--- config.mk ---
export PLATFORM = sky130hd
export DESIGN_NAME = mlaccel_qpi_phy
export DESIGN_NICKNAME = d
export VERILOG_FILES = /design/src/rtl/mlaccel_pkg.sv /design/src/rtl/mlaccel_sync.sv /design/src/rtl/mlaccel_qpi_phy.sv
export SDC_FILE = /design/constraint.sdc
export NUM_CORES = 1
export LEC_CHECK = 0
export ABC_CLOCK_PERIOD_IN_PS = 1400
export CAP_MARGIN = 5
export CELL_PAD_IN_SITES_DETAIL_PLACEMENT = 1
export CELL_PAD_IN_SITES_GLOBAL_PLACEMENT = 1
export CORE_ASPECT_RATIO = 1.4
export CORE_UTILIZATION = 34
export DETAILED_ROUTE_END_ITERATION = 10
export PLACE_DENSITY = 0.77
export SLEW_MARGIN = 0
export SYNTH_ARGS = -nofsm -noshare
export SYNTH_HDL_FRONTEND = slang
export SYNTH_SLANG_ARGS = --single-unit
--- constraint.sdc ---
create_clock -name clock -period 1.4 [get_ports clock]
set_input_delay 0.35 -clock clock [delete_from_list [all_inputs] [get_ports clock]]
set_output_delay 0.35 -clock clock [all_outputs]
set_load 0.02 [all_outputs]
--- src/rtl/mlaccel_pkg.sv ---
// Shared types and constants for the mlaccel QPI front end and command decoder.
package mlaccel_pkg;

    typedef enum logic [1:0] {
        WAIT_IDLE,
        IDLE,
        HI_NIB,
        LO_NIB
    } phy_state_e;

    localparam logic [7:0] OP_WRITE  = 8'h21;
    localparam logic [7:0] OP_READ   = 8'h22;
    localparam logic [7:0] FILL_BYTE = 8'hFF;

endpackage

--- src/rtl/mlaccel_sync.sv ---
// N-stage flip-flop synchroniser for one asynchronous pad input; latency STAGES clocks, no flow control.
module mlaccel_sync #(
    parameter int STAGES = 2
) (
    input  logic clock,
    input  logic d_i,
    output logic q_o
);

    logic [STAGES-1:0] sync_q;

    // No reset: the chain flushes itself while the block is held in reset.
    always_ff @(posedge clock) begin
        sync_q <= {sync_q[STAGES-2:0], d_i};
    end

    assign q_o = sync_q[STAGES-1];

endmodule

--- src/rtl/mlaccel_qpi_phy.sv ---
// QPI slave PHY: DDR pin nibbles to decoder bytes, rx_valid SYNC_STAGES+1 clocks after the pin edge.
// Receive has no backpressure; transmit takes one byte via tx_valid/tx_ready, FILL_BYTE on underflow.
module mlaccel_qpi_phy #(
    parameter int         SYNC_STAGES = 2,
    parameter logic [7:0] FILL_BYTE   = mlaccel_pkg::FILL_BYTE
) (
    input  logic       clock,
    input  logic       reset,
    input  logic       qpi_csb,
    input  logic       qpi_clk,
    input  logic [3:0] qpi_di,
    output logic [3:0] qpi_do,
    output logic       qpi_oe,
    output logic       rx_start,
    output logic       rx_valid,
    output logic [7:0] rx_data,
    output logic       rx_end,
    input  logic       tx_en,
    input  logic       tx_valid,
    output logic       tx_ready,
    input  logic [7:0] tx_data,
    output logic       err
);
    import mlaccel_pkg::*;

    logic       csb_s;
    logic       clk_s;
    logic [3:0] di_s;

    // Identical chains on every pin keep csb, clk and data skew-aligned.
    mlaccel_sync #(.STAGES(SYNC_STAGES)) u_sync_csb (.clock(clock), .d_i(qpi_csb), .q_o(csb_s));
    mlaccel_sync #(.STAGES(SYNC_STAGES)) u_sync_clk (.clock(clock), .d_i(qpi_clk), .q_o(clk_s));

    for (genvar i = 0; i < 4; i++) begin : g_di
        mlaccel_sync #(.STAGES(SYNC_STAGES)) u_sync_di (.clock(clock), .d_i(qpi_di[i]), .q_o(di_s[i]));
    end

    phy_state_e state_q;
    logic       clk_q;
    logic [3:0] nib_hi_q;
    logic [3:0] lo_nib_q;
    logic [7:0] hold_q;
    logic       hold_full_q;
    logic       first_q;
    logic [7:0] rx_data_q;
    logic       rx_valid_q;
    logic       rx_start_q;
    logic       rx_end_q;
    logic       err_q;
    logic [3:0] do_q;
    logic       oe_q;

    logic clk_rise;
    logic clk_fall;
    logic in_txn;

    assign clk_rise = clk_s & ~clk_q;
    assign clk_fall = ~clk_s & clk_q;
    assign in_txn   = (state_q == HI_NIB) || (state_q == LO_NIB);

    always_ff @(posedge clock) begin
        if (reset) begin
            state_q     <= WAIT_IDLE;
            clk_q       <= 1'b0;
            nib_hi_q    <= 4'h0;
            lo_nib_q    <= 4'h0;
            hold_q      <= 8'h00;
            hold_full_q <= 1'b0;
            first_q     <= 1'b0;
            rx_data_q   <= 8'h00;
            rx_valid_q  <= 1'b0;
            rx_start_q  <= 1'b0;
            rx_end_q    <= 1'b0;
            err_q       <= 1'b0;
            do_q        <= 4'h0;
            oe_q        <= 1'b0;
        end else begin
            clk_q      <= clk_s;
            oe_q       <= tx_en & ~csb_s;
            rx_valid_q <= 1'b0;
            rx_start_q <= 1'b0;
            rx_end_q   <= 1'b0;

            if (tx_valid && !hold_full_q) begin
                hold_q      <= tx_data;
                hold_full_q <= 1'b1;
            end

            // Deselect wins over any clk edge; a byte left unsent is dropped with the transaction.
            if (in_txn && csb_s) begin
                state_q     <= IDLE;
                rx_end_q    <= 1'b1;
                hold_full_q <= 1'b0;
                if (state_q == LO_NIB) begin
                    err_q <= 1'b1;
                end
            end else begin
                case (state_q)
                    WAIT_IDLE: begin
                        if (csb_s) begin
                            state_q <= IDLE;
                        end
                    end
                    IDLE: begin
                        if (!csb_s) begin
                            state_q <= HI_NIB;
                            first_q <= 1'b1;
                            err_q   <= 1'b0;
                        end
                    end
                    HI_NIB: begin
                        if (clk_fall) begin
                            nib_hi_q <= di_s;
                            state_q  <= LO_NIB;
                            if (tx_en) begin
                                if (hold_full_q) begin
                                    do_q        <= hold_q[7:4];
                                    lo_nib_q    <= hold_q[3:0];
                                    hold_full_q <= 1'b0;
                                end else begin
                                    do_q     <= FILL_BYTE[7:4];
                                    lo_nib_q <= FILL_BYTE[3:0];
                                    err_q    <= 1'b1;
                                end
                            end
                        end
                    end
                    LO_NIB: begin
                        if (clk_rise) begin
                            rx_data_q  <= {nib_hi_q, di_s};
                            rx_valid_q <= 1'b1;
                            rx_start_q <= first_q;
                            first_q    <= 1'b0;
                            state_q    <= HI_NIB;
                            if (tx_en) begin
                                do_q <= lo_nib_q;
                            end
                        end
                    end
                    default: state_q <= WAIT_IDLE;
                endcase
            end
        end
    end

    assign qpi_do   = do_q;
    assign qpi_oe   = oe_q;
    assign rx_start = rx_start_q;
    assign rx_valid = rx_valid_q;
    assign rx_data  = rx_data_q;
    assign rx_end   = rx_end_q;
    assign tx_ready = ~hold_full_q;
    assign err      = err_q;

endmodule

==> results of run 1 <==
==> final cells by class <==
type	instances	area share, %
Clock buffer	5	2.869
Clock inverter	3	2.869
Inverter	1	0.1565
Multi-Input combinational cell	115	29.89
Sequential cell	50	41.94
Tap cell	64	3.339
Timing Repair Buffer	49	18.94
==> power by group through the flow <==
stage	sequential (mW)	clock, mW	combinational, mW
after floorplan	1.52	0	0.111
after global placement	1.53	0	0.210
after detailed placement	1.53	0	0.214
after CTS	1.49	1.23	0.212
after global routing	1.50	1.29	0.229
final	1.50	1.19	0.209
==> registers in the layout, summed over array words and instances (netlist names), 2 cells and up <==
| name | count |
|---|---|
| rx_data | 8 |
| g_di.u_sync_di.sync_q | 8 |
| u_sync_clk.sync_q | 2 |
| qpi_do | 4 |
| u_sync_csb.sync_q | 2 |
| lo_nib_q | 4 |
| nib_hi_q | 4 |
| state_q | 2 |
| hold_q | 8 |
==> metal layers <==
metal  GRT usage, %  up-vias
li1               -      690
met1          14.40      647
met2          26.10       25
met3          3.665        6
met4          8.457        0
met5              0        -
==> logic make-up after synthesis <==
group / synth area share [%]
and+or+nand+nor: 20.64
DFF: 56.74
AOI/OAI and AO/OA: 11.99
muxes: 6.809
buffers and inverters: 3.333
xor gates and xnor gates: 0.4965
==> worst max-delay path by stage <==
| stage | startpoint | to | slack (ps) | cells after the start |
|---|---|---|---|---|
| global route | clk_q | rx_data[7] | 2 | 5 |
| detailed placement | tx_en | qpi_do[3] | -230 | 5 |
| CTS | hold_full_q | tx_ready | 6 | 2 |
| finish | rx_data[7] | rx_data[7] | 70 | 1 |
| floorplan | state_q[0] | nib_hi_q[0] | 70 | 6 |
| global placement | tx_en | qpi_do[1] | -170 | 5 |
==> cells in the mapped netlist (2+ instances only) <==
cell type	number	area, um^2
a21oi_1	19	95.09
a311oi_1	4	35.03
and2_1	2	12.51
and2b_1	2	15.01
buf_1	2	7.510
buf_2	2	10.01
buf_6	2	22.52
clkbuf_1	4	15.01
dfxtp_1	50	1001
mux2i_1	12	120.1
nand2_1	18	67.56
nand2b_1	5	31.28
nor2_1	20	75.07
nor2b_1	6	37.54
nor3b_1	2	15.01
o211ai_1	4	30.03
o21ai_0	2	10.01
or3_1	4	25.02
==> metrics by stage <==
stage	setup slack, ps	instance area [um^2]
2_1_floorplan	71.27	1764
3_3_place_gp	-173.5	2270
3_5_place_dp	-229.3	2270
4_1_cts	5.966	2387
5_1_grt	2.385	2399
6_report	66.81	2399
==> timing repair <==
action / 4_1_cts / 5_1_grt
resized for setup: 20 / 7
hold buffers: 0 / 0
setup endpoints to repair: 22 / 18
pin swaps: 0 / 1
==> cells in the final DEF, fill, tap and decap left out, types with 2 or more instances in the layout <==
master	n
a21oi_1	19
a311oi_1	4
and2_1	2
and2b_1	2
buf_12	2
buf_4	12
bufinv_16	2
clkbuf_8	5
clkdlybuf4s50_1	17
dfxtp_1	46
dfxtp_2	4
dlygate4sd2_1	17
mux2i_1	12
nand2_1	18
nand2b_1	5
nor2_1	20
nor2b_1	6
o211ai_1	4
o21ai_0	2
or3_1	4
==> results by group, run 1 <==
Outcome
  • Outcome: finished clean

Die
  • Site Rows: 30
  • Io pins: 36
  • Die Height: 87.23 um
  • Die area: 0.005485 mm^2
  • Core area: 0.004917 mm^2
  • Initial cell density of the core: 35.88%
  • Die W: 62.88 um

Cells and area
  • Reg area: 0.001006 mm^2
  • Multi-input logic area: 716.9 um^2
  • Post-layout util: just under 50%
  • Layout filler cell count: 557
  • Ratio of cells with drive above 1 in the final layout: around 15%
  • Fin cells: around 290
  • Area delta synth->final: 35.96%
  • Diodes inserted: 0
  • Final nets: 240

Drt
  • Routed len/inst: ~13 um
  • Vias per cell: 4.767
  • DRC: 0
  • Wirelength, routed: 3686 um
  • Top routing layer used: met4
  • Met3 wire len: 149 um
  • Starting DRT DRC Count: 34
  • Met2 wire len: 1915 um
  • WL met1: 1561 um
  • Antenna Nets Post-Route: 0
  • Pre-antenna DRT Iters: 3
  • Routed vias: roughly 1,400

Worst setup path
  • Worst Path Required: between 1000 and 1500 ps
  • CP top delay family: flip-flops
  • R2r setup slk: 70 ps
  • Endpoint class of the critical path: output pin
  • Startpoint types: flip-flop
  • CP max FO: 2
  • Critical path cell sequence: dlygate4sd2_1
  • Type of the worst setup path: flip-flop to output pin
  • Worst r2r src: u_sync_clk.sync_q[1]
  • WP data arrival: 980 ps
  • Worst r2r dst: nib_hi_q[0]
  • Slowest stage delay, CP: about 350 ps
  • CP bufs+invs: 1
  • Critical path's slowest cell: dfxtp_1
  • Reg2Reg Depth: 5

Clock tree
  • Clock Tree Root: clkbuf_8
  • CTS clock-pin slew for the worst setup and hold paths: 90 ps
  • TritonCTS Buffers: 5
  • Setup repair bufs after CTS: 0
  • Clock sinks: 50
  • Clock Latency Late Sink: 300 ps
  • H-tree levels: 2
  • Maximum clock insertion buffer count: 2
  • CTS tree: done

Global routing
  • Total Routing Usage GR: approximately 14%
  • Vias in the first global route: 1,342
  • Global-route wire length before repair: ~6000 um
  • Pin count of the biggest net entering global routing: 22
  • Remaining global-route overflow: 0
  • Initial antenna violation count: 0

Pwr
  • Clock power frac: 41.0%
  • Comb pwr share: under 10%
  • Pwr Total: 2.891 mW
  • Net switching power figure: 0.6004 mW
  • VDD IR-drop max: approximately 0.62 mV
  • PwrDens: 1205 mW/mm^2
  • P_int: 2.291 mW
  • Power share of the sequential group: 51.7%
  • Leakage: between 0.9 and 1 nW
  • Switching share of total power: 20.77%

Min path
  • Hold Path Origin: u_sync_clk.sync_q[0]
  • Hold path cells: 0
  • HP Class: flip-flop to flip-flop
  • Hold Crit Endpoint: u_sync_clk.sync_q[1]

Timing
  • Final count of pins violating max slew: 0
  • Setup_tns: 0 ps
  • Final Hold Vio Count: 0
  • Final Skew: approximately 7.0 ps
  • RSZ-0062 raised after global routing: no
  • Setup violators final: 0
  • Rel. slew slack: between 80 and 90%
  • Fin crit share: 95.23%
  • Worst-margin pin slew: 273.9 ps
  • Final hold slack: 331.5 ps
  • Final worst path period need: 1333 ps
  • Peak Freq: 750.1 MHz

Logic synthesis
  • Synth Area per Inst: 10.02 um^2
  • Async S/R FF share, synth: 0%
  • Unique masters post-synth: 34
  • Mapped Area: ~0.0018 mm^2
  • EDFF count, synth: 0
  • Yosys reg bits: 50
  • Cells after synthesis: 176
  • Yosys warns: 0
  • Seq/Total Area, Yosys: 56.74%
  • Synth Flop Type: dfxtp_1
  • Net count after synthesis: 194

Flow run
  • Max-cap viol count: 0

Placement
  • I/O Buffers: 35
  • Placed cells: about 280
  • Final HPWL DP: 2701 um
  • Final Wtd Congestion: 0.7380
(Power assumes the default switching activity.)
==> run 2: changes to the inputs <==
- CORE_ASPECT_RATIO: 1.4 -> unset
==> results by group, run 2 (synthesis results as in run 1) <==
Timing
  • Fin crit share: 95.95% (was 95.23%)
  • Final Skew: 5.166 ps (was 7.004 ps)
  • Peak Freq: 744.4 MHz (was 750.1 MHz)
  • Worst-margin pin slew: 300.1 ps (was 273.9 ps)
  • Final count of pins violating max slew: 0 (unchanged)
  • Final Hold Vio Count: 0 (unchanged)
  • Setup_tns: 0 ps (unchanged)
  • Final worst path period need: 1343 ps (was 1333 ps)
  • Rel. slew slack: 79.81% (was 81.57%)
  • RSZ-0062 raised after global routing: no (unchanged)
  • Setup violators final: 0 (unchanged)

Clock tree
  • Maximum clock insertion buffer count: 2 (unchanged)
  • CTS tree: done (unchanged)
  • Clock sinks: 50 (unchanged)
  • CTS clock-pin slew for the worst setup and hold paths: 90 ps (about the same)
  • H-tree levels: 2 (unchanged)
  • TritonCTS Buffers: 5 (unchanged)
  • Setup repair bufs after CTS: 0 (unchanged)
  • Clock Tree Root: clkbuf_8 (unchanged)
  • Clock Latency Late Sink: 300 ps (about the same)
  • Hold buffers post-CTS: 0 (unchanged)

Worst setup path
  • CP top delay family: flip-flops (unchanged)
  • WP data arrival: 990 ps (was 980 ps)
  • Worst Setup SP: rx_data[4] (was rx_data[7])
  • CP bufs+invs: 1 (unchanged)
  • Critical path's slowest cell: dfxtp_1 (unchanged)
  • Worst r2r src: state_q[1] (was u_sync_clk.sync_q[1])
  • Reg2Reg Depth: 5 (unchanged)
  • Endpoint class of the critical path: output pin (unchanged)
  • Startpoint types: flip-flop (unchanged)
  • Type of the worst setup path: flip-flop to output pin (unchanged)
  • R2r setup slk: 70 ps (about the same)
  • Slowest stage delay, CP: 350 ps (about the same)
  • Worst Path Required: 1050 ps (about the same)
  • Worst r2r dst: qpi_do[3] (was nib_hi_q[0])
  • Critical path cell sequence: dlygate4sd2_1 (unchanged)
  • CP max FO: 2 (unchanged)

Global routing
  • Vias in the first global route: 1,327 (was 1,342)
  • Met1 GRT Util: 18.43% (was 14.40%)
  • Global-route wire length before repair: 6161 um (was 5947 um)
  • Most Crowded Layer GR: met2 (unchanged)
  • Pin count of the biggest net entering global routing: 23 (was 22)
  • Total Routing Usage GR: 15.09% (was 14.25%)
  • Met3 Usage GRT: 5.827% (was 3.665%)
  • Met2 usage: 24.04% (was 26.10%)
  • Remaining global-route overflow: 0 (unchanged)
  • Initial antenna violation count: 0 (unchanged)

Flow run
  • Max-cap viol count: 0 (unchanged)

Cells and area
  • Multi-input logic area: 718.2 um^2 (was 716.9 um^2)
  • Diodes inserted: 0 (unchanged)
  • Area delta synth->final: 34.68% (was 35.96%)
  • Commonest non-fill, non-tap cell in the layout: dfxtp_1 (unchanged)
  • Reg area: 0.001006 mm^2 (unchanged)
  • Layout filler cell count: 551 (was 557)
  • Most frequent cells in the layout: 46 x dfxtp_1, 20 x nor2_1, 19 x a21oi_1, 18 x nand2_1, 17 x clkdlybuf4s50_1 (was 46 x dfxtp_1, 20 x nor2_1, 19 x a21oi_1, 18 x nand2_1)
  • Post-layout util: 49.01% (was 48.78%)
  • Final nets: 242 (was 240)
  • Ratio of cells with drive above 1 in the final layout: 15.56% (was 14.80%)

Die
  • Site Rows: 25 (was 30)
  • Initial cell density of the core: 36.39% (was 35.88%)
  • Die Height: 74.04 um (was 87.23 um)
  • Io pins: 36 (unchanged)
  • Die W: 74.04 um (was 62.88 um)
  • Die area: 0.005481 mm^2 (was 0.005485 mm^2)
  • Core area: 0.004848 mm^2 (was 0.004917 mm^2)

Pwr
  • PwrDens: 1064 mW/mm^2 (was 1205 mW/mm^2)
  • Pwr Total: 2.528 mW (was 2.891 mW)
  • Leakage: 0.9711 nW (was 0.9905 nW)
  • VDD IR-drop max: 0.6127 mV (was 0.6198 mV)

Drt
  • Wirelength, routed: 3742 um (was 3686 um)
  • Antenna Nets Post-Route: 0 (unchanged)
  • Routed vias: 1,366 (was 1,368)
  • DRC: 0 (unchanged)
  • Pre-antenna DRT Iters: 4 (was 3)
  • Routed len/inst: 12.82 um (was 12.84 um)
  • Vias per cell: 4.678 (was 4.767)
  • Starting DRT DRC Count: 69 (was 34)

Min path
  • Hold Crit Endpoint: u_sync_clk.sync_q[1] (unchanged)
  • Hold Path Origin: u_sync_clk.sync_q[0] (unchanged)
  • Hold path cells: 0 (unchanged)
  • HP Class: flip-flop to flip-flop (unchanged)

Outcome
  • Outcome: finished clean (unchanged)

Placement
  • I/O Buffers: 35 (unchanged)
  • Final HPWL DP: 2730 um (was 2701 um)
  • Final Wtd Congestion: 0.7487 (was 0.7380)
run 2: changes by cell type in the layout (fill, tap and decap cells not counted), moves of 2 or more:
| cell | before | now |
|---|---|---|
| buf_4 | 12 | 14 |
| dlygate4sd2_1 | 17 | 15 |
| bufinv_16 | 2 | 0 |
| clkdlybuf4s15_1 | 0 | 2 |
run 2: repair_timing:
| action | 4_1_cts | 5_1_grt |
|---|---|---|
| gates cloned | 0 | 0 |
| gates resized for setup | 20 | 10 |
| endpoints found under the setup margin | 18 | 13 |
run 2: final cells by class:
cell class,count,share of cell area [%]
sequential,50,42.34
timing repair buffer,51,20.12
tap,67,3.528
multi-input combinational,115,30.23
clock buffer,6,3.054
inverter,1,0.1580
clock inverter,2,0.5793
run 2: worst max-delay path by stage:
stage                        endpoint  slack (ps)  cells after the start
after global placement      qpi_do[1]        -200                      5
after global routing        qpi_do[2]           4                      1
after CTS                  rx_data[7]           8                      1
after floorplan           nib_hi_q[0]          70                      6
after detailed placement    qpi_do[3]        -230                      5
final                      rx_data[4]          60                      1
run 2: report_power, final:
part | switching (mW) | leakage (nW) | internal (mW)
Sequential | 0.0268 | 0.411 | 1.47
Combinational | 0.103 | 0.515 | 0.113
Clock | 0.466 | 0.0452 | 0.353
Total | 0.595 | 0.971 | 1.93
run 2: metal layers:
| metal | wire [um] | vias up |
|---|---|---|
| li1 | - | 694 |
| met5 | 0 | - |
| met4 | 59 | 0 |
| met3 | 212 | 7 |
| met2 | 1761 | 31 |
| met1 | 1708 | 634 |
run 2: per-stage QoR:
stage | instance area, um^2 | worst slack [ps] | instances | hold slack (ps)
2_1_floorplan | 1764 | 71.27 | 176 | 309.6
3_3_place_gp | 2288 | -198.9 | 284 | 310.5
3_5_place_dp | 2288 | -230.2 | 284 | 314.3
4_1_cts | 2355 | 7.594 | 292 | 335.8
5_1_grt | 2376 | 4.357 | 292 | 340.5
6_report | 2376 | 56.70 | 292 | 331.9
